==> config.mk <==
export PLATFORM = sky130hd
export DESIGN_NAME = xres_pad_ctrl
export DESIGN_NICKNAME = d
export VERILOG_FILES = /design/src/rtl/xres_pad_ctrl.sv
export SDC_FILE = /design/constraint.sdc
export NUM_CORES = 1
export LEC_CHECK = 0
export ABC_AREA = 1
export BUFFER_PORTS_ARGS = -buffer_cell sky130_fd_sc_hd__buf_2
export CORE_MARGIN = 1
export CORE_UTILIZATION = 45
export DETAILED_ROUTE_END_ITERATION = 7
export GPL_ROUTABILITY_DRIVEN = 0
export SETUP_SLACK_MARGIN = 0.02
export SLEW_MARGIN = 20
export SYNTH_ARGS = -nofsm -noshare
export SYNTH_HDL_FRONTEND = slang
export SYNTH_SLANG_ARGS = --single-unit
==> constraint.sdc <==
create_clock -name clk -period 3.35 [get_ports clk]
set_clock_uncertainty 0.2 [all_clocks]
set_input_delay 0.335 -clock clk [delete_from_list [all_inputs] [get_ports clk]]
set_output_delay 0.335 -clock clk [all_outputs]
set_load 0.05 [all_outputs]
==> src/rtl/xres_pad_ctrl.sv <==
// XRES pad sequencer: safe pad-enable ordering, input sync/debounce with glitch count,
// and sys_resetb generation with minimum hold and stretched release.
module xres_pad_ctrl #(
  parameter int CNT_W          = 8,
  parameter int PAD_EN_CYCLES  = 8,
  parameter int DEB_CYCLES     = 16,
  parameter int MIN_HOLD       = 32,
  parameter int RELEASE_CYCLES = 16,
  parameter int GLITCH_W       = 8
) (
  input  logic                clk,
  input  logic                resetb,
  input  logic                xres_pad_i,
  input  logic                cfg_inp_sel,
  input  logic                cfg_pullup_dis,
  input  logic                glitch_clr,
  output logic                pad_enable_h,
  output logic                pad_en_vddio_sig_h,
  output logic                pad_enable_vddio,
  output logic                pad_inp_sel_h,
  output logic                pad_disable_pullup_h,
  output logic                pad_ready,
  output logic                sys_resetb,
  output logic [GLITCH_W-1:0] glitch_cnt
);

  typedef enum logic [2:0] {
    ST_OFF,
    ST_EN_SIG,
    ST_EN_H,
    ST_EN_VDDIO,
    ST_HOLD,
    ST_RELEASE,
    ST_RUN
  } state_t;

  localparam logic [CNT_W-1:0] PAD_LAST  = CNT_W'(PAD_EN_CYCLES - 1);
  localparam logic [CNT_W-1:0] DEB_LAST  = CNT_W'(DEB_CYCLES - 1);
  localparam logic [CNT_W-1:0] HOLD_LAST = CNT_W'(MIN_HOLD - 1);
  localparam logic [CNT_W-1:0] REL_LAST  = CNT_W'(RELEASE_CYCLES - 1);

  logic                sync1_q, sync_q;
  logic                filt_q, filt_d;
  logic [CNT_W-1:0]    deb_cnt_q, deb_cnt_d;
  logic [GLITCH_W-1:0] glitch_q, glitch_d;
  logic                glitch_evt;

  state_t              state_q;
  logic [CNT_W-1:0]    cnt_q;
  logic                en_sig_q, en_h_q, en_vddio_q;
  logic                inp_sel_q, pullup_dis_q, ready_q, sysrst_q;

  // A glitch is the synchronised input falling back to the filtered value mid-debounce.
  assign glitch_evt = (sync_q == filt_q) && (deb_cnt_q != '0);

  always_comb begin
    filt_d    = filt_q;
    deb_cnt_d = '0;
    if (sync_q != filt_q) begin
      if (deb_cnt_q == DEB_LAST) begin
        filt_d = sync_q;
      end else begin
        deb_cnt_d = deb_cnt_q + 1'b1;
      end
    end
  end

  always_comb begin
    glitch_d = glitch_q;
    if (glitch_clr) begin
      glitch_d = '0;
    end else if (glitch_evt && (glitch_q != '1)) begin
      glitch_d = glitch_q + 1'b1;
    end
  end

  always_ff @(posedge clk or negedge resetb) begin
    if (!resetb) begin
      sync1_q   <= 1'b0;
      sync_q    <= 1'b0;
      filt_q    <= 1'b0;
      deb_cnt_q <= '0;
      glitch_q  <= '0;
    end else begin
      sync1_q   <= xres_pad_i;
      sync_q    <= sync1_q;
      filt_q    <= filt_d;
      deb_cnt_q <= deb_cnt_d;
      glitch_q  <= glitch_d;
    end
  end

  // EN_VDDIO_SIG_H goes up before ENABLE_H so the pad never sees enable_h without it.
  always_ff @(posedge clk or negedge resetb) begin
    if (!resetb) begin
      state_q      <= ST_OFF;
      cnt_q        <= '0;
      en_sig_q     <= 1'b0;
      en_h_q       <= 1'b0;
      en_vddio_q   <= 1'b0;
      inp_sel_q    <= 1'b0;
      pullup_dis_q <= 1'b0;
      ready_q      <= 1'b0;
      sysrst_q     <= 1'b0;
    end else begin
      cnt_q <= cnt_q + 1'b1;
      case (state_q)
        ST_OFF: begin
          if (cnt_q == PAD_LAST) begin
            state_q      <= ST_EN_SIG;
            cnt_q        <= '0;
            en_sig_q     <= 1'b1;
            inp_sel_q    <= cfg_inp_sel;
            pullup_dis_q <= cfg_pullup_dis;
          end
        end
        ST_EN_SIG: begin
          if (cnt_q == PAD_LAST) begin
            state_q <= ST_EN_H;
            cnt_q   <= '0;
            en_h_q  <= 1'b1;
          end
        end
        ST_EN_H: begin
          if (cnt_q == PAD_LAST) begin
            state_q    <= ST_EN_VDDIO;
            cnt_q      <= '0;
            en_vddio_q <= 1'b1;
          end
        end
        ST_EN_VDDIO: begin
          if (cnt_q == PAD_LAST) begin
            state_q <= ST_HOLD;
            cnt_q   <= '0;
            ready_q <= 1'b1;
          end
        end
        ST_HOLD: begin
          sysrst_q <= 1'b0;
          if (cnt_q == HOLD_LAST) begin
            cnt_q <= cnt_q;
            if (filt_q) begin
              state_q <= ST_RELEASE;
              cnt_q   <= '0;
            end
          end
        end
        ST_RELEASE: begin
          if (!filt_q) begin
            state_q <= ST_HOLD;
            cnt_q   <= '0;
          end else if (cnt_q == REL_LAST) begin
            state_q  <= ST_RUN;
            cnt_q    <= '0;
            sysrst_q <= 1'b1;
          end
        end
        ST_RUN: begin
          cnt_q <= '0;
          if (!filt_q) begin
            state_q  <= ST_HOLD;
            sysrst_q <= 1'b0;
          end
        end
        default: begin
          state_q <= ST_OFF;
          cnt_q   <= '0;
        end
      endcase
    end
  end

  assign pad_en_vddio_sig_h   = en_sig_q;
  assign pad_enable_h         = en_h_q;
  assign pad_enable_vddio     = en_vddio_q;
  assign pad_inp_sel_h        = inp_sel_q;
  assign pad_disable_pullup_h = pullup_dis_q;
  assign pad_ready            = ready_q;
  assign sys_resetb           = sysrst_q;
  assign glitch_cnt           = glitch_q;

endmodule
## Word level (Yosys, flattened, before mapping)

Index checks and enable logic that the tools add are counted.

- Bits of input ports: 6
- ROM bits: 0
- Logic and storage cells: 79
- Bits in writable memories: 0
- Register bits after elaboration: 37
- Memories: 0
- Bits in latches: 0

- Equality and inequality tests: 24
- Shift operators: 0
- Divide/modulo/power cells: 0
- Bitwise gates (word level): 0
- Multiplexer cells: 24
- Add/sub/neg operators: 3
- Order comparisons: 0
- $mul: 0
- Reductions and logical operators: 14

Operators with widths:

| operator | count |
|---|---|
| two-way mux 8 bit | 9 |
| two-way mux 3 bit | 9 |
| adder 8 x 1 -> 8 bit (second input constant) | 3 |
| one-hot mux 8 bit (3 select lines) | 1 |
| one-hot mux 3 bit (7 select lines) | 1 |
| != test 2 bit (second input constant) | 9 |
| == test 8 x 4 -> 1 bit (second input constant) | 2 |
| AND reduction 2 bit | 5 |
| == test 3 bit (second input constant) | 3 |
| == test 8 x 3 -> 1 bit (second input constant) | 1 |
| == test 8 x 5 -> 1 bit (second input constant) | 1 |
| != test 8 bit (second input constant) | 1 |
| AND reduction 8 bit | 1 |
| nonzero test 8 bit | 1 |
| == test 3 x 2 -> 1 bit (second input constant) | 2 |
| != test 3 bit (second input constant) | 2 |
| AND reduction 4 bit | 1 |
| OR reduction 4 bit | 1 |
| == test 3 x 1 -> 1 bit (second input constant) | 1 |
| logical NOT 3 bit | 1 |
| two-way mux 1 bit | 3 |
| one-hot mux 1 bit (3 select lines) | 1 |
| nonzero test 3 bit | 1 |
| logical AND 1 bit | 2 |
| 3 further kinds | 3 |

## Longest topological paths before layout

- Depth after elaboration: 5
- Mapped depth: 10

## Worst setup path after synthesis

Ideal clock, no wire load.

- Path type: reg2reg
- From: register glitch_q[0], in the netlist glitch_cnt[0]
- To: register glitch_q[4], in the netlist glitch_cnt[4]
- Path buffers: 0
- Setup time: 0.067 ns
- Arrival time: 1.513 ns
- Setup slack: 1.570 ns
- Stages on the path, launching flop included: 8
- Clock period less this slack: 1.780 ns
- Cells stage by stage: dfrtp_1 -> ha_1 -> nand2_1 -> inv_1 -> nand3_1 -> nand3b_2 -> nand3_1 -> nand2_1

- Word-level cells in the longest chain between the ends: 3

RTL lines:

| what | RTL line | text |
|---|---|---|
| from (decl) | 45 | `logic [GLITCH_W-1:0] glitch_q, glitch_d;` |
| from (signal assigned) | 89 | `glitch_q <= glitch_d;` |
| adder 8 x 1 -> 8 bit / != test 8 bit (equally long branches) | 73, 72 |  |
| two-way mux 8 bit / logical AND 1 bit (equally long branches) | 72 | `end else if (glitch_evt && (glitch_q != '1)) begin` |
| two-way mux 8 bit / nonzero test 2 bit (equally long branches) | -- |  |

Several ways; a longest one is shown, not always the timed one. The select of a mux whose other input is x is not followed.
A chain may end at the register's enable or synchronous reset.

## Worst setup path in the final report

- From: register cnt_q[0]
- To: register cnt_q[4]

- Word-level cells in the longest chain between the ends: 4

RTL lines:

| what | RTL line | text |
|---|---|---|
| from (decl) | 49 | `logic [CNT_W-1:0] cnt_q;` |
| from (signal assigned) | 106 | `cnt_q <= cnt_q + 1'b1;` |
| from (signal assigned) | 141 | `cnt_q <= cnt_q;` |
| adder 8 x 1 -> 8 bit / == test 8 x 4 -> 1 bit (equally long branches) | 106, 152 |  |
| two-way mux 8 bit | 152 | `end else if (cnt_q == REL_LAST) begin` |
| two-way mux 8 bit | 149 | `if (!filt_q) begin` |
| one-hot mux 8 bit (3 select lines) | 107 | `case (state_q)` |

Several ways; a longest one is shown, not always the timed one.

==> flow_results.xml <==
<?xml version="1.0" encoding="UTF-8"?>
<metrics>
  <group name="status">
    <metric name="run_status" unit="">finished clean</metric>
  </group>
  <group name="run">
    <metric name="timing.max_cap.violations" unit="">0</metric>
  </group>
  <group name="worst_setup_path">
    <metric name="timing.critical_path.mode_cell" unit="">sky130_fd_sc_hd__nand2_1</metric>
    <metric name="crit_arrival" unit="ps">1710</metric>
    <metric name="r2r_cells" unit="">8</metric>
    <metric name="crit_start_category" unit="">flop</metric>
    <metric name="reg2reg_slack" unit="ps">1630</metric>
    <metric name="critical_path_peak_fanout" unit="">6</metric>
    <metric name="critPathCapture" unit="">cnt_q[4]$_DFFE_PN0P_</metric>
    <metric name="critical_path.max_stage_delay" unit="ps">420</metric>
    <metric name="critical_path.startpoint" unit="">cnt_q[0]$_DFFE_PN0P_</metric>
    <metric name="criticalPathCategory" unit="">flop to flop</metric>
    <metric name="rr_endpoint" unit="">cnt_q[4]$_DFFE_PN0P_</metric>
    <metric name="cells_along_the_critical_path" unit="">ha_1 &gt; nand3_1 &gt; nor2_2 &gt; nor2_2 &gt; nor2_4 &gt; nand2_1 &gt; nand2_1 &gt; nand2_1</metric>
    <metric name="endpoint_kind" unit="">flop</metric>
    <metric name="crit_required" unit="ps">3330</metric>
    <metric name="critical_path_slowest_stage_cell" unit="">sky130_fd_sc_hd__dfrtp_1</metric>
    <metric name="r2r_path_start" unit="">cnt_q[0]$_DFFE_PN0P_</metric>
  </group>
  <group name="floorplanning">
    <metric name="start_util" unit="%">47.9</metric>
    <metric name="floorplan.die_area" unit="mm²">0.00501</metric>
    <metric name="placementRows" unit="">24</metric>
    <metric name="placeableCoreArea" unit="mm²">0.00444</metric>
    <metric name="die_h" unit="µm">70.8</metric>
    <metric name="floorplan.io_pins" unit="">21</metric>
    <metric name="chipWidth" unit="µm">70.8</metric>
  </group>
  <group name="sta">
    <metric name="finalSetupTns" unit="ps">0</metric>
    <metric name="slew_headroom" unit="%">45.6</metric>
    <metric name="final_hold_viols" unit="">0</metric>
    <metric name="measured_slew_at_the_worst_slew_check_pin" unit="ps">816</metric>
    <metric name="finalSetupViolCount" unit="">0</metric>
    <metric name="finalCritPeriodShare" unit="%">51.5</metric>
    <metric name="min_clock_period_post_route" unit="ps">1720</metric>
    <metric name="clock.fmax" unit="GHz">0.580</metric>
    <metric name="slew_violations" unit="">0</metric>
    <metric name="worst_hold_slack" unit="ps">84.4</metric>
    <metric name="grt_setup_unrepaired" unit="">no</metric>
  </group>
  <group name="worst_hold_path">
    <metric name="worst_hold_path_type" unit="">primary input to flop</metric>
    <metric name="hold_depth" unit="">3</metric>
  </group>
  <group name="clocking">
    <metric name="cts_htree_levels" unit="">2</metric>
    <metric name="post_cts.resized_instances" unit="">0</metric>
    <metric name="clk_latency" unit="ps">290</metric>
    <metric name="tritoncts" unit="">done</metric>
    <metric name="clock-sinks" unit="">37</metric>
    <metric name="root_buffer" unit="">sky130_fd_sc_hd__clkbuf_8</metric>
    <metric name="post-cts-setup-buffers" unit="">0</metric>
    <metric name="cts.path.max_buffers" unit="">2</metric>
    <metric name="clkSlewWorstSetupHoldPaths" unit="ps">80</metric>
    <metric name="cts_inserted_buffers" unit="">5</metric>
  </group>
  <group name="final_layout">
    <metric name="final_net_count" unit="">320</metric>
    <metric name="flow.area_growth_from_synthesis" unit="%">14.3</metric>
    <metric name="fillerInstances" unit="">458</metric>
    <metric name="drive_gt1_share" unit="%">16.1</metric>
    <metric name="layoutNonFillerInstCount" unit="">363</metric>
    <metric name="diodes" unit="">0</metric>
  </group>
  <group name="logic_synthesis">
    <metric name="synth_seq_cells" unit="">37</metric>
    <metric name="synth-seq-area-share" unit="%">43.5</metric>
    <metric name="synthArstFlopShare" unit="%">100</metric>
    <metric name="synth-edff-count" unit="">0</metric>
    <metric name="synth_area_per_cell" unit="µm²">7.50</metric>
    <metric name="yosys_warnings" unit="">0</metric>
    <metric name="ys_dominant_reg_cell" unit="">sky130_fd_sc_hd__dfrtp_1</metric>
    <metric name="postSynthCellCount" unit="">284</metric>
    <metric name="mappedNetlistNets" unit="">294</metric>
    <metric name="synth_cell_type_count" unit="">28</metric>
    <metric name="synthesis.area" unit="mm²">0.00213</metric>
  </group>
  <group name="detailed_routing">
    <metric name="post_route_wl" unit="mm">4.04</metric>
    <metric name="drt-wirelength-per-cell" unit="µm">11.1</metric>
    <metric name="firstDrtPassIters" unit="">6</metric>
    <metric name="drtIter0Drc" unit="">54</metric>
    <metric name="postRouteAntennaNets" unit="">0</metric>
    <metric name="via_count" unit="">1804</metric>
    <metric name="drcViolationCount" unit="">0</metric>
    <metric name="avgViaCountPerCell" unit="">4.97</metric>
  </group>
  <group name="power_and_ir_drop">
    <metric name="vdd_drop_max" unit="mV">0.284</metric>
    <metric name="cellPowerDensity" unit="mW/mm²">399</metric>
    <metric name="p_leak" unit="µW">0.00129</metric>
  </group>
  <group name="global_routing">
    <metric name="global_route.usage.total" unit="%">18.3</metric>
    <metric name="vias_in_the_first_global_route" unit="">1668</metric>
    <metric name="grt_max_degree" unit="">38</metric>
    <metric name="grt_first_pass_wirelength" unit="mm">7.23</metric>
    <metric name="overflow" unit="">0</metric>
    <metric name="initial_antenna_violation_count" unit="">0</metric>
  </group>
  <group name="placement">
    <metric name="post-place-cells" unit="">353</metric>
    <metric name="numPortBuffers" unit="">20</metric>
    <metric name="place_hpwl" unit="mm">3.04</metric>
  </group>
</metrics>
## synthesized netlist by cell type, drive strengths merged (2+ instances only)
master  count  area share (%)
o21bai      3             1.1
buf         2            0.47
nand3      44              10
dfrtp      37              43
clkinv      2            0.35
nand2      73              14
or2         2            0.59
nor3        2            0.47
o21ai       6             1.4
xor2        6             2.5
ha          4             2.4
inv        42             7.4
nand4       7             2.1
nor2       43             9.2
nand3b      4             1.6
a21oi       4             1.1
## cell type report
type	instances	area [µm²]	area share [%]
Clock buffer	5	68.8	2.83
Inverter	44	165	6.78
Clock inverter	3	65.1	2.67
Sequential cell	37	926	38.0
Tap cell	52	65.1	2.67
Timing Repair Buffer	22	120	4.93
Multi-Input combinational cell	200	1020	42.1
## report_power, final
part	leakage [µW]	switching [µW]	internal [µW]	total [µW]
logic	0.000757	41.3	17.5	58.8
registers	0.000469	6.55	454	460
clock network	0.0000681	157	296	453
## flip-flops by register name (all words and copies together), names as in the netlist, 3 cells and up
signal / count
cnt_q: 8
deb_cnt_q: 8
glitch_cnt: 8
state_q: 3
## per-stage QoR
step                      area [µm²]  utilization (%)  total power [µW]  worst slack [ps]
after global placement          2280             51.3               528              1650
after CTS                       2430             54.8               989              1620
final                           2430             54.8               972              1630
after detailed placement        2280             51.3               528              1630
after global routing            2430             54.8              1010              1450
after floorplan                 2130                -               506              1570
## kinds of logic (layout without fill, tap and decap cells)
family / count (synthesis) / count (layout) / synth area share, %
and+or+nand+nor: 175 / 175 / 38.1
buffers and inverters: 47 / 74 / 8.40
DFF: 37 / 37 / 43.5
AOI/OAI and AO/OA: 14 / 14 / 3.94
xor gates and xnor gates: 7 / 7 / 3.76
adders and majority gates: 4 / 4 / 2.35
## layer usage
layer  GRT usage (%)  vias to the layer above  wire length (µm)
met5               0                        -                 0
met4            7.33                        0                58
li1                -                      950                 -
met1            23.3                      825              1960
met2            30.3                       23              1910
met3            3.99                        6               111
## worst max-delay path, delay by kind of cell, from the launching register on
kind	cells	cell delay, ps
adder cells (fa/ha/maj)	1	230
AND/OR/NAND/NOR	7	750
flip-flops	1	420
## cells in the final DEF (no fill, tap or decap), types with 2 or more instances in the layout
cell / n
sky130_fd_sc_hd__nor2_4: 3
sky130_fd_sc_hd__inv_2: 4
sky130_fd_sc_hd__nand2_2: 5
sky130_fd_sc_hd__bufinv_16: 2
sky130_fd_sc_hd__o21ai_0: 4
sky130_fd_sc_hd__dlygate4sd3_1: 2
sky130_fd_sc_hd__nor2_2: 5
sky130_fd_sc_hd__clkbuf_8: 5
sky130_fd_sc_hd__dfrtp_1: 37
sky130_fd_sc_hd__nand4_1: 7
sky130_fd_sc_hd__xor2_1: 6
sky130_fd_sc_hd__buf_2: 20
sky130_fd_sc_hd__o21bai_1: 3
sky130_fd_sc_hd__a21oi_1: 3
sky130_fd_sc_hd__ha_1: 4
sky130_fd_sc_hd__nand3b_1: 3
sky130_fd_sc_hd__inv_1: 38
sky130_fd_sc_hd__nand2_1: 67
sky130_fd_sc_hd__clkinv_1: 2
sky130_fd_sc_hd__o21ai_1: 2
sky130_fd_sc_hd__nor2_1: 35
sky130_fd_sc_hd__nor3_1: 2
sky130_fd_sc_hd__nand3_1: 44
## worst min path at each step
stage                                        to  slack (ps)              start
2_1_floorplan              cnt_q[0]$_DFFE_PN0P_        -160             resetb
3_3_place_gp                   sync_q$_DFF_PN0_         140  sync1_q$_DFF_PN0_
3_5_place_dp                   sync_q$_DFF_PN0_         140  sync1_q$_DFF_PN0_
4_1_cts               pad_inp_sel_h$_DFFE_PN0P_          80        cfg_inp_sel
5_1_grt        pad_disable_pullup_h$_DFFE_PN0P_         110     cfg_pullup_dis
6_report              pad_inp_sel_h$_DFFE_PN0P_          80        cfg_inp_sel
## timing repair
item	4_1_cts	5_1_grt
setup endpoints to repair	0	0
hold endpoints to repair	38	0
hold buffers	2	0
Note: power is estimated with default switching activity, not from simulation.
